===== src/rtl/matmul_calc_core.sv =====
// Output-stationary systolic R = A*B + C core: a MAX_DIM x MAX_DIM grid of accumulating PEs.
// Optional MATMUL_CALC_OV_EN adds per-element sticky carry-out detection on ov_reg_o.
module matmul_calc_pe #(
  parameter int DW = 8,
  parameter int BW = 32
) (
  input  logic          clk_i,
  input  logic          rst_n_i,
  input  logic          en_i,
  input  logic [DW-1:0] a_i,
  input  logic [DW-1:0] b_i,
  input  logic [BW-1:0] c_i,
  output logic [DW-1:0] a_o,
  output logic [DW-1:0] b_o,
  output logic [BW-1:0] res_o,
  output logic          ov_o
);
  logic [DW-1:0]   a_q, a_d, b_q, b_d;
  logic [BW-1:0]   acc_q, acc_d;
  logic [2*DW-1:0] prod;

  assign prod = {{DW{1'b0}}, a_i} * {{DW{1'b0}}, b_i};
  assign a_o  = a_q;
  assign b_o  = b_q;

`ifdef MATMUL_CALC_OV_EN
  logic        ov_q, ov_d;
  logic [BW:0] acc_sum, res_sum;

  assign acc_sum = {1'b0, acc_q} + {1'b0, BW'(prod)};
  assign res_sum = {1'b0, acc_q} + {1'b0, c_i};
  assign res_o   = res_sum[BW-1:0];
  // Bias carry is live with C; only the accumulator carry is remembered.
  assign ov_o    = ov_q | res_sum[BW];

  always_comb begin
    ov_d = 1'b0;
    if (en_i) ov_d = ov_q | acc_sum[BW];
  end

  always_ff @(posedge clk_i or negedge rst_n_i)
    if (!rst_n_i) ov_q <= 1'b0;
    else          ov_q <= ov_d;
`else
  logic [BW-1:0] acc_sum;

  assign acc_sum = acc_q + BW'(prod);
  assign res_o   = acc_q + c_i;
  assign ov_o    = 1'b0;
`endif

  always_comb begin
    a_d   = '0;
    b_d   = '0;
    acc_d = '0;
    if (en_i) begin
      a_d   = a_i;
      b_d   = b_i;
      acc_d = acc_sum[BW-1:0];
    end
  end

  always_ff @(posedge clk_i or negedge rst_n_i)
    if (!rst_n_i) begin
      a_q   <= '0;
      b_q   <= '0;
      acc_q <= '0;
    end else begin
      a_q   <= a_d;
      b_q   <= b_d;
      acc_q <= acc_d;
    end
endmodule

module matmul_calc_core #(
  parameter int DATA_WIDTH = 8,
  parameter int BUS_WIDTH  = 32,
  localparam int MAX_DIM   = BUS_WIDTH / DATA_WIDTH
) (
  input  logic                                   clk_i,
  input  logic                                   rst_n_i,
  input  logic                                   start_operation_i,
  input  logic [DATA_WIDTH*MAX_DIM-1:0]          a_flat_i,
  input  logic [DATA_WIDTH*MAX_DIM-1:0]          b_flat_i,
  input  logic [BUS_WIDTH*MAX_DIM*MAX_DIM-1:0]   c_flat_i,
  output logic [BUS_WIDTH*MAX_DIM*MAX_DIM-1:0]   result_flat_o,
  output logic [MAX_DIM*MAX_DIM-1:0]             ov_reg_o
);
  // a_h[i][j] enters PE(i,j) from the left; b_v[i][j] enters PE(i,j) from the top.
  logic [MAX_DIM-1:0][MAX_DIM:0][DATA_WIDTH-1:0] a_h;
  logic [MAX_DIM:0][MAX_DIM-1:0][DATA_WIDTH-1:0] b_v;
  logic unused_edge;

  for (genvar i = 0; i < MAX_DIM; i++) begin : g_row
    assign a_h[i][0] = a_flat_i[i*DATA_WIDTH +: DATA_WIDTH];
    assign b_v[0][i] = b_flat_i[i*DATA_WIDTH +: DATA_WIDTH];
    for (genvar j = 0; j < MAX_DIM; j++) begin : g_col
      matmul_calc_pe #(.DW(DATA_WIDTH), .BW(BUS_WIDTH)) u_pe (
        .clk_i  (clk_i),
        .rst_n_i(rst_n_i),
        .en_i   (start_operation_i),
        .a_i    (a_h[i][j]),
        .b_i    (b_v[i][j]),
        .c_i    (c_flat_i[(i*MAX_DIM+j)*BUS_WIDTH +: BUS_WIDTH]),
        .a_o    (a_h[i][j+1]),
        .b_o    (b_v[i+1][j]),
        .res_o  (result_flat_o[(i*MAX_DIM+j)*BUS_WIDTH +: BUS_WIDTH]),
        .ov_o   (ov_reg_o[i*MAX_DIM+j])
      );
    end
  end

  // Operands falling off the right/bottom edges have no consumer.
  always_comb begin
    unused_edge = 1'b0;
    for (int k = 0; k < MAX_DIM; k++)
      unused_edge = unused_edge ^ (^a_h[k][MAX_DIM]) ^ (^b_v[MAX_DIM][k]);
  end
endmodule


===== config.mk =====
export PLATFORM = sky130hd
export DESIGN_NAME = matmul_calc_core
export DESIGN_NICKNAME = d
export VERILOG_FILES = /design/src/rtl/matmul_calc_core.sv
export SDC_FILE = /design/constraint.sdc
export NUM_CORES = 2
export LEC_CHECK = 0
export BUFFER_PORTS_ARGS = -buffer_cell sky130_fd_sc_hd__buf_2
export CORE_AREA = 2 2 426 428
export DETAILED_ROUTE_END_ITERATION = 6
export DIE_AREA = 0 0 428 430
export PLACE_DENSITY = 0.77
export SLEW_MARGIN = 5
export SYNTH_ARGS = -nofsm -noshare
export SYNTH_HDL_FRONTEND = slang
export SYNTH_SLANG_ARGS = --single-unit

===== constraint.sdc =====
create_clock -name clk_i -period 6.1 [get_ports clk_i]
set_input_delay 0.305 -clock clk_i [delete_from_list [all_inputs] [get_ports clk_i]]
set_output_delay 0.305 -clock clk_i [all_outputs]
set_load 0.01 [all_outputs]

* Yosys cells after proc, flatten, opt, wreduce, memory -nomap -nowiden
Cells that the tools add are included.
Word-level totals: output and inout bits 528, input bits 579, logic and storage cells 128, flip-flop bits (word level) 704
Cells by class: mux-type cells 40, multipliers 16, add/subtract/negate cells 32
Operator list (count):
- $add 32x16->32 | 16
- $add 32x32->32 | 16
- $mux 32 | 16
- $mul 8x8->16 | 16
- $mux 8 | 24

* Logic depth before layout (Yosys ltp)
depth after elaboration 3, gate-level depth with buffers 23, depth with buffers taken out 21

* Modules after synthesis
Synthesis repeated with hierarchy kept, for this count alone.
Second synthesis, totals: cell total of the unflattened synthesis 11415, area, all modules 98167.9 µm²
Modules (own cells, without submodules):
- matmul_calc_pe at g_row[1].g_col[3].u_pe ... | area each 6189.7 µm², cells an instance 723, sequential area each 1201.2 µm², instances 8
- matmul_calc_pe at g_row[0].g_col[0].u_pe ... | area each 6057.1 µm², cells an instance 700, sequential area each 1201.2 µm², instances 6
- matmul_calc_pe at g_row[3].g_col[3].u_pe | area each 6193.4 µm², cells an instance 715, sequential area each 1201.2 µm², instances 1
- matmul_calc_pe at g_row[1].g_col[2].u_pe | area each 6114.6 µm², cells an instance 716, sequential area each 1201.2 µm², instances 1

* Worst setup path after synthesis
OpenSTA, ideal clock, no wires.
kind flip-flop to flip-flop, from register g_row[1].g_col[0].u_pe.b_q[0], to register g_row[2].g_col[0].u_pe.acc_q[19], clock period less this slack 4.976 ns, data required time 5.968 ns, cell stages (with the launch flop) 20, path slack 1.124 ns, buffers on the path 1, arrival 4.845 ns, cells stage by stage dfrtp_1 -> clkbuf_1 -> nand2_1 -> fa_1 -> inv_1 -> fa_1 -> inv_1 -> fa_1 -> fa_1 -> inv_1 -> ha_1 -> o21ai_1 -> a21boi_1 -> o41a_1 -> a311o_1 -> a31o_2 -> a21oi_1 -> nand2b_1 -> xor2_1 -> nor2_1
On the way: longest elaborated chain between the ends 3
RTL lines:
- from (decl) | RTL line 18 | logic [DW-1:0] a_q, a_d, b_q, b_d;
- from (signal assigned) | RTL line 66 | b_q <= '0;
- from (signal assigned) | RTL line 70 | b_q <= b_d;
- $mul 8x8->16 | RTL line 22 | assign prod = {{DW{1'b0}}, a_i} * {{DW{1'b0}}, b_i};
- $add 32x16->32 | RTL line 47 | assign acc_sum = acc_q + BW'(prod);
- $mux 32 | RTL line 56 | if (en_i) begin
- named net g_row[2].g_col[0].u_pe.acc_d[19] | RTL line 19 | logic [BW-1:0] acc_q, acc_d;
- to (signal assigned) | RTL line 67 | acc_q <= '0;
- to (signal assigned) | RTL line 71 | acc_q <= acc_d;
- to (decl) | RTL line 19
The timed path passes the listed nets, and every way through them passes these cells.

* Final worst setup path
from register g_row[1].g_col[1].u_pe.b_q[0], to register g_row[2].g_col[1].u_pe.acc_q[24]
On the way: longest elaborated chain between the ends 3
RTL lines (RTL line):
- from (decl) | 18
- from (signal assigned) | 66
- from (signal assigned) | 70
- $mul 8x8->16 | 22
- $add 32x16->32 | 47
- $mux 32 | 56
- named net g_row[2].g_col[1].u_pe.acc_d[24] | 19
- to (signal assigned) | 67
- to (signal assigned) | 71
- to (decl) | 19
The timed path passes the listed nets, and every way through them passes these cells.

==> parameters.txt <==
Parameter                              Value

STA
  Period utilization    91.72%
  Smallest setup slack after layout    a little over 0.5 ns
  Setup repair after global routing missed its margin    no
  Total negative slack for setup checks    0 ns
  Worst Max-Slew Pin Slew    approximately 1.2 ns
  Final period demand of the worst path    around 5.6 ns
  Total of endpoints with negative setup slack in the final report    0
  Number of hold violations in the final report    0
  Fmax achieved    about 0.18 GHz
  Number of max-slew violations in the final report    0
  Slew margin rel.    a little over a fifth
  Clock Skew    roughly 0.033 ns

Setup path
  Worst endpoint required time    6.66 ns
  Critical setup path kind    register to register
  Crit path launch type    register
  Capturing element type of the critical path    register
  Largest fanout on the critical path    9
  Data arrival at the endpoint of the critical path    6.16 ns

Logic synthesis
  Cells after synthesis    between 10,000 and 15,000
  Post-Synthesis Cell Area    91,370 um2
  Leading area contributor after synthesis    dfrtp_1
  Main flop type after synthesis    dfrtp_1
  Warnings from Yosys    0
  Share of Yosys cell area claimed by the top area cell type    about a fifth
  Yosys cell types    between 90 and 100
  Number of flip-flops and latches in the synthesized netlist    about 700
  Share of the yosys chip area belonging to registers    19.28%
  Leading cell type by number of instances after synthesis    inv_1
  Dominant cells by area after synthesis    dfrtp_1 19%, fa_1 18%, ha_1 16%
  FFs w/ async S/R, synth    100.0%
  Per-instance average area after synthesis    between 8 and 9 um2
  Commonest cells post-synth    1,727 x inv_1, 1,152 x ha_1, 858 x and2_1, 858 x nand2_1, 816 x fa_1
  Number of synthesized flops with an enable pin    0

Global route
  Number of antenna violations at the first check in global routing    66
  Wire length of the first global-routing pass    between 400,000 and 500,000 um
  Number of global-route vias before repair    slightly above 80,000
  Total global-route track usage    29.96%
  Overflow after GRT    0
  Maximum number of pins on one net before global-route repair    between 150 and 200

Clock tree
  Clock Tree Root    clkbuf_16
  Number of clock sinks seen by CTS    just over 700
  Buffer levels on the longest clock path    3
  CTS Buf Count    88
  Htree depth    3
  Clock-pin slew on the worst setup and hold paths    0.06 ns
  CTS tree    yes
  Clock latency of the later-clocked register in the worst-skew pair    0.71 ns
  Count of buffers added by post-CTS timing repair for setup    0

Power and ir drop
  Leakage    roughly 57 nW
  Max rail drop VDD    0.0002151 V
  Power density over the cells    210.0 nW/um2

Detailed routing
  Antenna-violating nets left    0
  Initial detailed-routing violation count    around 4,600
  DRC violation count after routing    0
  First-pass DRT Iterations    6
  Via count    around 78,000
  Vias per Instance    5.538
  Average routed wire per standard cell    19.85 um
  Final wirelength    roughly 280,000 um

Die
  Standard cell core area    179,800 um2
  Total I/O pin count    about 1,100
  Floorplan die height    430 um
  Effective utilization at floorplan    between 50% and 60%
  Overall die area    ~180,000 um2
  Rows    between 150 and 200
  Die Span X    about 430 um

Placed design
  DP Worst Slack    0.4579 ns
  Number of instances in the placed design    approximately 14,000
  Final Wtd Congestion    roughly 1.0
  DPL Wire Length    approximately 230,000 um
  IO buf count    about 1,100

Finish
  Final Instance Count excl. Fillers    between 10,000 and 15,000
  Area grow syn2layout    12.54%
  Nets    14,140
  Fraction of layout instances using a drive strength above 1    11.65%

Job
  Max-cap violations    0

Min path
  Worst hold-check path type    input pin to register

Status
  Run status    finished, final reports clean
[timing repair]
item | 4_1_cts | 5_1_grt
hold endpoints to repair | 114 | 0
setup endpoints to repair | 0 | 5
hold buffers | 38 | 0
resized for setup | 0 | 1
[path summary, 6_finish.rpt]
path                                                       start                          endpoint  slack, ns  depth (start not counted)
worst max-delay path               g_row[1].g_col[1].u_pe.b_o[0]  g_row[2].g_col[1].u_pe.acc_q[24]       0.51                         19
worst min-delay path                                b_flat_i[18]     g_row[0].g_col[2].u_pe.b_o[2]       0.06                          2
worst max register to register     g_row[1].g_col[1].u_pe.b_o[0]  g_row[2].g_col[1].u_pe.acc_q[24]       0.51                         19
worst min register to register  g_row[0].g_col[3].u_pe.acc_q[31]  g_row[0].g_col[3].u_pe.acc_q[31]       0.58                          2
max in group asynchronous                                rst_n_i   g_row[1].g_col[0].u_pe.acc_q[8]       4.25                          4
min in group asynchronous                                rst_n_i  g_row[2].g_col[3].u_pe.acc_q[18]       0.20                          2
[stage by stage]
step	power (mW)	util, %	instance area, um2	hold WS [ns]
6_report	21.59	57.20	102800	0.05744
5_1_grt	23.17	57.19	102800	0.03861
4_1_cts	21.71	57.13	102700	0.001549
3_5_place_dp	15.87	55.20	99230	0.3586
3_3_place_gp	15.61	55.20	99230	0.3495
2_1_floorplan	12.52	-	91430	0.009409
[cells by family (layout without fill, tap and decap cells)]
family / count (synthesis) / in the layout / synth area share (%)
simple gates: 3261 / 3261 / 18.07
fa+ha+maj: 1968 / 1968 / 33.65
buf+inv: 1947 / 3042 / 8.068
compound gates: 1881 / 1881 / 13.36
xor+xnor: 786 / 786 / 7.534
flops: 704 / 704 / 19.28
mux: 3 / 3 / 0.03287
other cells: 1 / 66 / 0.004104
[flip-flops by register name, indices dropped and copies added, names as in the netlist]
signal	count
g_row.g_col.u_pe.a_o	96
g_row.g_col.u_pe.b_o	96
g_row.g_col.u_pe.acc_q	512
[report_power, final]
group / switching (mW) / internal [mW] / total [mW]
clock: 2.30 / 3.36 / 5.66
combinational: 6.15 / 4.24 / 10.4
sequential: 0.524 / 5.02 / 5.55
total: 8.97 / 12.6 / 21.6
[layout make-up]
class	instances	area (um2)
Sequential cell	704	17620
Antenna cell	50	125.1
Clock buffer	115	2456
Inverter	1728	6494
Tap cell	2370	2965
Multi-Input combinational cell	7915	66440
Timing Repair Buffer	1152	6098
Fill cell	16080	76940
Clock inverter	47	633.1
[placed cells by master, fill, tap and decap left out, types with 77 or more instances in the layout]
| cell type | Yosys | routed |
|---|---|---|
| ha_1 | 1152 | 1152 |
| a31oi_1 | 95 | 95 |
| a21oi_1 | 555 | 555 |
| a21o_1 | 361 | 361 |
| dfrtp_1 | 704 | 704 |
| nor3_1 | 136 | 136 |
| xnor2_1 | 460 | 460 |
| and3_1 | 119 | 119 |
| nor2_1 | 623 | 623 |
| nor2b_1 | 124 | 124 |
| inv_1 | 1727 | 1727 |
| o21a_1 | 88 | 88 |
| nand2b_1 | 108 | 108 |
| and2_1 | 858 | 858 |
| fa_1 | 816 | 816 |
| o21ai_0 | 300 | 300 |
| nand3_1 | 164 | 164 |
| nand2_1 | 858 | 858 |
| o21bai_1 | 77 | 77 |
| clkbuf_16 | 0 | 90 |
| buf_2 | 3 | 1088 |
| xor2_1 | 326 | 326 |
[critical path: stages, from the launching register on]
cell and delay (ns):
dfrtp_1 0.63, nand2_1 0.14, fa_1 0.53, inv_1 0.05, fa_1 0.45, ha_1 0.28
inv_1 0.04, fa_1 0.53, inv_1 0.06, ha_1 0.26, a21o_1 0.15, a21o_1 0.19
a2111oi_1 0.57, o31ai_1 0.25, o31ai_2 0.38, o311ai_1 0.23, nor3_2 0.37, nor3_1 0.12
xnor2_1 0.17, nor2_1 0.06
[layer usage]
layer	track usage [%]	share of wire (%)	routed length, um	vias to the layer above
met2	52.36	49	137800	2459
met1	35.30	39	109400	38180
met4	16.88	6.3	17510	30
li1	-	-	-	36620
met3	4.283	5.2	14570	685
met5	0	0.067	187	-
(Power assumes the default switching activity.)
